--- src/rtl/rv_pc_pkg.sv ---
// rv_pc_pkg: shared types and helpers for the program-counter unit.
//   pc_op_e    : next-PC control operation from decode.
//   pc_state_e : run/halt/fault FSM states of rv_pc_unit.
//   imm_i/j/b  : RV32 immediate extraction, sign-extended to 32 bits.
package rv_pc_pkg;

   typedef enum logic [1:0] {
      OP_SEQ    = 2'd0,
      OP_JAL    = 2'd1,
      OP_JALR   = 2'd2,
      OP_BRANCH = 2'd3
   } pc_op_e;

   typedef enum logic [1:0] {
      BOOT,
      RUN,
      HALTED,
      FAULT
   } pc_state_e;

   function automatic logic [31:0] imm_i(input logic [31:0] instr);
      return {{20{instr[31]}}, instr[31:20]};
   endfunction

   function automatic logic [31:0] imm_j(input logic [31:0] instr);
      return {{11{instr[31]}}, instr[31], instr[19:12], instr[20], instr[30:21], 1'b0};
   endfunction

   function automatic logic [31:0] imm_b(input logic [31:0] instr);
      return {{19{instr[31]}}, instr[31], instr[7], instr[30:25], instr[11:8], 1'b0};
   endfunction

endpackage

--- src/rtl/rv_pc_target.sv ---
// rv_pc_target: combinational next-PC target, redirect and misalignment logic.
// Config macro: PC_MISALIGN_CHK_EN (flag misaligned redirect targets;
// when undefined, target bit1 is forced low and misalign_o is 0).
// Ports:
//   pc_i          current PC
//   op_i          pc_op_e control
//   br_taken_i    branch condition (OP_BRANCH only)
//   instr_i       instruction supplying the immediate
//   rs1_i         JALR base
//   trap_vector_i trap target (low two bits are dropped)
//   target_o      next PC for the non-trap path (pc+4 when no redirect)
//   trap_target_o aligned trap target
//   redirect_o    JAL, JALR or taken branch
//   misalign_o    redirect target not 4-byte aligned
module rv_pc_target
   import rv_pc_pkg::*;
#(
   parameter int unsigned XLEN = 32
) (
   input  logic [XLEN-1:0] pc_i,
   input  logic [1:0]      op_i,
   input  logic            br_taken_i,
   input  logic [31:0]     instr_i,
   input  logic [XLEN-1:0] rs1_i,
   input  logic [XLEN-1:0] trap_vector_i,
   output logic [XLEN-1:0] target_o,
   output logic [XLEN-1:0] trap_target_o,
   output logic            redirect_o,
   output logic            misalign_o
);

   logic [XLEN-1:0] seq_tgt;
   logic [XLEN-1:0] jalr_sum;
   logic [XLEN-1:0] raw_tgt;

   assign seq_tgt  = pc_i + XLEN'(4);
   assign jalr_sum = rs1_i + XLEN'($signed(imm_i(instr_i)));

   always_comb begin
      raw_tgt    = seq_tgt;
      redirect_o = 1'b0;
      unique case (pc_op_e'(op_i))
         OP_JAL: begin
            raw_tgt    = pc_i + XLEN'($signed(imm_j(instr_i)));
            redirect_o = 1'b1;
         end
         OP_JALR: begin
            raw_tgt    = {jalr_sum[XLEN-1:1], 1'b0};
            redirect_o = 1'b1;
         end
         OP_BRANCH: begin
            if (br_taken_i) begin
               raw_tgt    = pc_i + XLEN'($signed(imm_b(instr_i)));
               redirect_o = 1'b1;
            end
         end
         default: ;
      endcase
   end

   assign trap_target_o = {trap_vector_i[XLEN-1:2], 2'b00};

   // Opcode bits never feed an immediate.
   logic unused_bits;

`ifdef PC_MISALIGN_CHK_EN
   assign target_o    = raw_tgt;
   assign misalign_o  = redirect_o && (raw_tgt[1:0] != 2'b00);
   assign unused_bits = ^instr_i[6:0];
`else
   // bit0 is already clear on every path, so only bit1 needs forcing.
   assign target_o    = {raw_tgt[XLEN-1:2], 1'b0, raw_tgt[0]};
   assign misalign_o  = 1'b0;
   assign unused_bits = ^{instr_i[6:0], raw_tgt[1]};
`endif

endmodule

--- src/rtl/rv_pc_unit.sv ---
// rv_pc_unit: byte-addressed program counter at the head of IF.
// Config macro: PC_MISALIGN_CHK_EN (misaligned redirects fault instead of
// being silently aligned).
// Ports:
//   clk, rst_n        clock, asynchronous active-low reset
//   enable            run enable (low requests halt)
//   stall             pipeline busy, PC holds
//   ctl_op, br_taken  next-PC control
//   instr, rs1        immediate source, JALR base
//   trap_valid/vector trap redirect
//   pc, link_addr     current fetch address, pc + 4
//   flush             registered IF/ID flush
//   halt              FSM is HALTED
//   misalign_exc      misaligned-target fault pending, bad_addr holds target
//   redirect_cnt      saturating accepted-redirect count
module rv_pc_unit
   import rv_pc_pkg::*;
#(
   parameter int unsigned     XLEN         = 32,
   parameter logic [XLEN-1:0] RESET_VECTOR = '0,
   parameter int unsigned     CNT_W        = 16
) (
   input  logic             clk,
   input  logic             rst_n,
   input  logic             enable,
   input  logic             stall,
   input  logic [1:0]       ctl_op,
   input  logic             br_taken,
   input  logic [31:0]      instr,
   input  logic [XLEN-1:0]  rs1,
   input  logic             trap_valid,
   input  logic [XLEN-1:0]  trap_vector,
   output logic [XLEN-1:0]  pc,
   output logic [XLEN-1:0]  link_addr,
   output logic             flush,
   output logic             halt,
   output logic             misalign_exc,
   output logic [XLEN-1:0]  bad_addr,
   output logic [CNT_W-1:0] redirect_cnt
);

   pc_state_e       state_q, state_d;
   logic [XLEN-1:0] pc_q, pc_d;
   logic            flush_q, flush_d;
   logic            mis_q, mis_d;
   logic [XLEN-1:0] bad_q, bad_d;
   logic [CNT_W-1:0] cnt_q, cnt_d;
   logic            cnt_inc;

   logic [XLEN-1:0] target, trap_target;
   logic            redirect, misalign;

   rv_pc_target #(.XLEN(XLEN)) u_target (
      .pc_i          (pc_q),
      .op_i          (ctl_op),
      .br_taken_i    (br_taken),
      .instr_i       (instr),
      .rs1_i         (rs1),
      .trap_vector_i (trap_vector),
      .target_o      (target),
      .trap_target_o (trap_target),
      .redirect_o    (redirect),
      .misalign_o    (misalign)
   );

   always_comb begin
      state_d = state_q;
      pc_d    = pc_q;
      flush_d = 1'b0;
      mis_d   = mis_q;
      bad_d   = bad_q;
      cnt_inc = 1'b0;
      if (trap_valid) begin
         pc_d    = trap_target;
         flush_d = 1'b1;
         mis_d   = 1'b0;
         cnt_inc = 1'b1;
         state_d = enable ? RUN : HALTED;
      end else begin
         unique case (state_q)
            BOOT: state_d = enable ? RUN : HALTED;
            RUN: begin
               if (!enable) begin
                  state_d = HALTED;
               end else if (stall) begin
                  state_d = RUN;
               end else if (misalign) begin
                  // misalign is only ever set with the check compiled in.
                  state_d = FAULT;
                  mis_d   = 1'b1;
                  bad_d   = target;
                  flush_d = 1'b1;
               end else begin
                  pc_d    = target;
                  flush_d = redirect;
                  cnt_inc = redirect;
               end
            end
            HALTED: if (enable) state_d = RUN;
            FAULT:  state_d = FAULT;
            default: state_d = BOOT;
         endcase
      end
   end

   assign cnt_d = (cnt_inc && (cnt_q != '1)) ? cnt_q + CNT_W'(1) : cnt_q;

   always_ff @(posedge clk or negedge rst_n) begin
      if (!rst_n) begin
         state_q <= BOOT;
         pc_q    <= RESET_VECTOR;
         flush_q <= 1'b1;
         mis_q   <= 1'b0;
         bad_q   <= '0;
         cnt_q   <= '0;
      end else begin
         state_q <= state_d;
         pc_q    <= pc_d;
         flush_q <= flush_d;
         mis_q   <= mis_d;
         bad_q   <= bad_d;
         cnt_q   <= cnt_d;
      end
   end

   assign pc           = pc_q;
   assign link_addr    = pc_q + XLEN'(4);
   assign flush        = flush_q;
   assign halt         = (state_q == HALTED);
   assign misalign_exc = mis_q;
   assign bad_addr     = bad_q;
   assign redirect_cnt = cnt_q;

endmodule

--- config.mk ---
export PLATFORM = sky130hd
export DESIGN_NAME = rv_pc_unit
export DESIGN_NICKNAME = d
export VERILOG_FILES = /design/src/rtl/rv_pc_pkg.sv /design/src/rtl/rv_pc_target.sv /design/src/rtl/rv_pc_unit.sv
export SDC_FILE = /design/constraint.sdc
export NUM_CORES = 1
export LEC_CHECK = 0
export BUFFER_PORTS_ARGS = -buffer_cell sky130_fd_sc_hd__clkbuf_2
export CAP_MARGIN = 0
export CORE_MARGIN = 2
export CORE_UTILIZATION = 55
export CTS_CLUSTER_SIZE = 10
export DETAILED_ROUTE_END_ITERATION = 8
export PLACE_DENSITY = 0.83
export REMOVE_ABC_BUFFERS = 1
export SETUP_SLACK_MARGIN = 0.4
export SLEW_MARGIN = 5
export SYNTH_ARGS = -nofsm -noshare
export SYNTH_HDL_FRONTEND = slang
export SYNTH_SLANG_ARGS = --single-unit
--- constraint.sdc ---
create_clock -name clk -period 3.94 [get_ports clk]
set_input_delay 0.788 -clock clk [delete_from_list [all_inputs] [get_ports clk]]
set_output_delay 0.788 -clock clk [all_outputs]
set_load 0.03 [all_outputs]
Word level (Yosys, flattened, before mapping):

Index checks and enable logic that the tools add are counted.

* reduce and logical (&&, ||, !) cells: 7
* divide/modulo/power cells: 0
* shift operators: 0
* order comparisons: 0
* add/subtract/negate cells: 5
* $mul: 0
* muxes and demuxes: 18
* bitwise gates (word level): 0
* equality and inequality tests: 10

Operators with widths (count)
* $mux 32: 5
* $add 32x32->32: 3
* $pmux 32 s3: 1
* $add 32x3->32 const B: 1
* $add 16x1->16 const B: 1
* $ne 16x16->1 const B: 1
* $mux 2: 5
* $eq 2x2->1 const B: 4
* $pmux 2 s4: 1
* $mux 1: 5
* $eq 2x1->1 const B: 2
* $ne 4x4->1 const B: 1
* $reduce_bool 2->1: 2
* $ne 3x3->1 const B: 1
* $reduce_and 3->1: 1
* $logic_not 2->1: 1
* $ne 2x1->1 const B: 1
* $pmux 1 s2: 1
* $reduce_and 2->1: 1
* $reduce_or 2->1: 1
* $logic_and 1x1->1: 1

* memory bits (writable): 0
* input port bits: 104
* bits in latches: 0
* memories kept: 0
* register bits: 51
* output and inout port bits: 115
* word-level logic and storage cells: 44
* memory bits (read-only): 0

Longest topological paths before layout:

* depth after elaboration: 8
* depth in mapped cells: 12
* mapped depth without buffers: 12

By module:

A second synthesis with hierarchy kept.

* cell total of the unflattened synthesis: 1163
* area total of the unflattened synthesis: 9735.6 um^2

Modules (own cells, without submodules)
* rv_pc_target: sequential area each 0.0 um^2, instances 1, cells each 780, area an instance 5512.8 um^2
* rv_pc_unit: sequential area each 2103.3 um^2, instances 1, cells each 383, area an instance 4222.8 um^2

Worst setup path after synthesis:

OpenSTA, ideal clock, no wires.

* path type: in2reg
* start: in instr[22]
* end: reg pc_q[30], in the netlist pc[30]
* stages: 11
* slack: 0.691 ns
* arrival time: 3.118 ns
* required time: 3.809 ns
* path buffers: 0
* setup time: 0.131 ns
* cell sequence: ha_1 -> inv_1 -> fa_1 -> nor2b_1 -> o31ai_1 -> a221o_1 -> o21a_1 -> o221ai_2 -> mux2_2 -> a221oi_1 -> a31oi_1

* word-level cells in the longest chain between the ends: 6
* elaborated cells on any way between the ends: 7
* those cells by class: add/sub (2); mux (5)

RTL lines
* from (decl): RTL line rv_pc_unit.sv:29 `input logic [31:0] instr,`
* $add 32x32->32 (on tied branches): RTL line rv_pc_target.sv:37, rv_pc_target.sv:44
* $pmux 32 s3 *: RTL line rv_pc_target.sv:42 `unique case (pc_op_e'(op_i))`
* $mux 32 *: RTL line rv_pc_unit.sv:85 `end else if (stall) begin`
* $mux 32 *: RTL line rv_pc_unit.sv:83 `if (!enable) begin`
* $mux 32 *: RTL line rv_pc_unit.sv:80 `unique case (state_q)`
* $mux 32 *: RTL line rv_pc_unit.sv:73 `if (trap_valid) begin`
* to (signal assigned): RTL line rv_pc_unit.sv:118 `pc_q <= pc_d;`
* to (decl): RTL line rv_pc_unit.sv:43 `logic [XLEN-1:0] pc_q, pc_d;`

Every way passes the cells marked *; elsewhere a longest branch is shown, timed or not. The select of a mux whose other input is x is not followed.
A chain may end at the register's enable or synchronous reset.

Final worst setup path:

* start: reg pc_q[3], in the netlist pc[3]
* end: out link_addr[24]

* word-level cells in the longest chain between the ends: 1

RTL lines
* $add 32x3->32: RTL line rv_pc_unit.sv:127 `assign link_addr = pc_q + XLEN'(4);`
* to (decl): RTL line rv_pc_unit.sv:34 `output logic [XLEN-1:0] link_addr,`

Every way passes these cells.

==> qor.csv <==
metric;value;unit
fillers;1242;
timing_hold_violations_final;0;
irDropWorstVdd;187.9;uV
min_period;3.432;ns
synthCells;1072;
clk-insertion-delay-late;0.31;ns
finalCritPeriodShare;87.11;%
maxSlewViolCount;0;
wl_met3;3.580;mm
path_clk_slew;0.08;ns
synth_area;7958;um^2
ant_nets;0;
synth_top_cell_by_area;dfrtp_1;
antenna_found_initial;2;
worst_pin_slew;0.8319;ns
critical_path_class;flop to output pin;
final_nets;1424;
cp_slowest_stage_delay;0.50;ns
ys_ff_latch;49;
crit_slowest_cell;dfrtp_1;
fin_ws;0.5080;ns
insertedDiodeCount;0;
final_util;65.92;%
end_kind;output pin;
synth_warnings;0;
min_path_type;flop to flop;
cpLargestDelayFamily;simple AND/OR/NAND/NOR gates;
drive_gt1_share;21.01;%
critPathBufInv;1;
outcome;complete, no violations;
setup_viol;0;
p_per_area;334.3;nW/um^2
cts_max_level;2;
async_flop_share;100.0;%
core-area;13990;um^2
holdWs;0.4968;ns
numClockSinks;49;
cts_tree;yes;
grtUsageTotal;35.02;%
netlist.area_leader.share;15.09;%
synthDistinctLibCells;84;
ios;219;
synth_top_flop_cell;dfrtp_1;
vias;9079;
wl_met1;11.46;mm
dp_hpwl;21.66;mm
drv_cap;0;
via_per_inst;6.385;
yosysSeqAreaShare;15.42;%
grt_setup_unrepaired;yes;
cts_root_buffer;clkbuf_16;
slew_headroom;44.54;%
die_x;124.3;um
syn_to_final_growth;15.88;%
arrival;2.64;ns
core.rowCount;43;
syn_area_per_cell;7.423;um^2
dpl_worst_slack;0.2290;ns
grt_max_degree;41;
dr.pass1.iters;6;
dr.first_iter.drc_count;829;
setup_tns;0;ns
synth_edf_count;0;
yosys-top-cells-area;dfrtp_1 (15%), ha_1 (12%), a21oi_1 (6.3%);
cp_max_fo;8;
dr.max_layer_used;met5;
drt-wirelength-per-cell;19.61;um
start_util;56.89;%
finalPower;3.083;mW
io_buffers;171;
start_kind;flop;
die_area;15450;um^2
grt_pass1_vias;8409;
leakage;4.268;nW
numCtsBuffers;5;
required;3.15;ns
drcViolationCount;0;
grt.overflow.total;0;
clockBufferDepth;2;
place_congestion;1.000;
path_cells;ha_1 > nand2_1 > nor3_4 > and2_1 > nand4_1 > nor2_1 > xor2_1 > clkbuf_2;
wl;27.89;mm
max_freq;291.4;MHz
fin_worst_skew;0.009839;ns
grt_pass1_wl;43.99;mm
met2_length;11.85;mm
fp.dieH;124.3;um
## state kept, by name, indices dropped and copies added, names as in the netlist
signal	cells
pc	30
redirect_cnt	16
state_q	2
flush	1
## cell type report
| cell class | instances | area, um^2 | area share, % |
|---|---|---|---|
| Clock buffer | 5 | 125.1 | 1.357 |
| Inverter | 38 | 142.6 | 1.547 |
| Multi-Input combinational cell | 939 | 6317 | 68.51 |
| Timing Repair Buffer | 208 | 1136 | 12.32 |
| Tap cell | 180 | 225.2 | 2.442 |
| Sequential cell | 49 | 1231 | 13.35 |
| Clock inverter | 3 | 43.79 | 0.4749 |
## worst reg2reg max path: stages (launching register included)
cell       delay, ns
dfrtp_1         0.47
ha_1            0.46
nand4_1         0.21
a211oi_2        0.28
o31ai_1         0.14
a211o_1         0.40
a2111oi_4       0.50
o21ai_1         0.16
a22o_1          0.21
a211oi_1        0.27
a31oi_1         0.11
## logic make-up (layout without fill, tap and decap cells)
logic type | Yosys count | count (layout) | synth area share (%)
DFF | 49 | 49 | 15.42
other | 1 | 37 | 0.04712
AOI/OAI and AO/OA | 377 | 377 | 32.96
muxes | 5 | 5 | 0.7075
adders and majority gates | 79 | 79 | 12.61
xor gates and xnor gates | 78 | 78 | 8.585
and+or+nand+nor | 363 | 363 | 22.17
buffers and inverters | 120 | 254 | 7.500
## stage by stage
step                cell area [um^2]  cells
floorplan                       7639   1026
global placement                8997   1414
detailed placement              8997   1414
CTS                             9166   1422
global route                    9221   1422
finish                          9221   1422
## cells in the mapped netlist, types with 14 or more instances
cell type,instances
nor2_1,107
clkbuf_1,38
xor2_1,29
nand3_1,33
o21a_1,15
dfrtp_1,48
nand2_1,96
ha_1,77
nand4_1,16
a21o_1,26
nor3_1,24
a21oi_1,100
nor2b_1,14
xnor2_1,49
a31oi_1,14
inv_1,37
buf_4,38
and3_1,15
o21ai_0,62
## report_power, final
part | total, mW | internal, mW | switching, mW
registers | 0.712 | 0.579 | 0.134
logic | 1.84 | 0.658 | 1.19
clock network | 0.525 | 0.302 | 0.224
## layout by cell type, fill, tap and decap left out, drive strengths merged, types with 8 or more instances in the layout
cell | netlist | routed
o31ai | 13 | 13
nand2 | 96 | 96
nor2b | 14 | 14
inv | 37 | 38
and2 | 10 | 10
a31oi | 14 | 14
o21ai | 75 | 75
xnor2 | 49 | 49
clkbuf | 38 | 176
a211o | 8 | 8
conb | 1 | 37
o21a | 15 | 15
nor2 | 107 | 107
a22oi | 12 | 12
nand4 | 16 | 16
nor3 | 26 | 26
nand2b | 11 | 11
a221oi | 13 | 13
and3 | 15 | 15
a21oi | 106 | 106
a211oi | 11 | 11
buf | 44 | 37
dfrtp | 48 | 48
ha | 77 | 77
xor2 | 29 | 29
nand3 | 33 | 33
a21o | 26 | 26
## metal layers
layer / global-route usage, % / vias up
met2: 52.59 / 520
met1: 48.35 / 4212
met3: 9.708 / 69
li1: - / 4274
met5: 0 / -
met4: 12.03 / 4
## repair_timing
action	in CTS	in global routing
hold buffers	0	0
resized for setup	0	16
buffers inserted	0	0
endpoints found under the setup margin	0	8
## worst paths after layout
check | end | cells past startpoint | slack, ns | startpoint
max in group asynchronous | pc[2] | 2 | 2.52 | rst_n
worst min-delay path | redirect_cnt[11] | 1 | 0.50 | redirect_cnt[11]
worst min register to register | redirect_cnt[11] | 1 | 0.50 | redirect_cnt[11]
worst max register to register | pc[31] | 10 | 0.62 | pc[9]
worst max-delay path | link_addr[24] | 8 | 0.51 | pc[3]
min in group asynchronous | redirect_cnt[9] | 1 | 0.56 | rst_n
(Power assumes the default switching activity.)
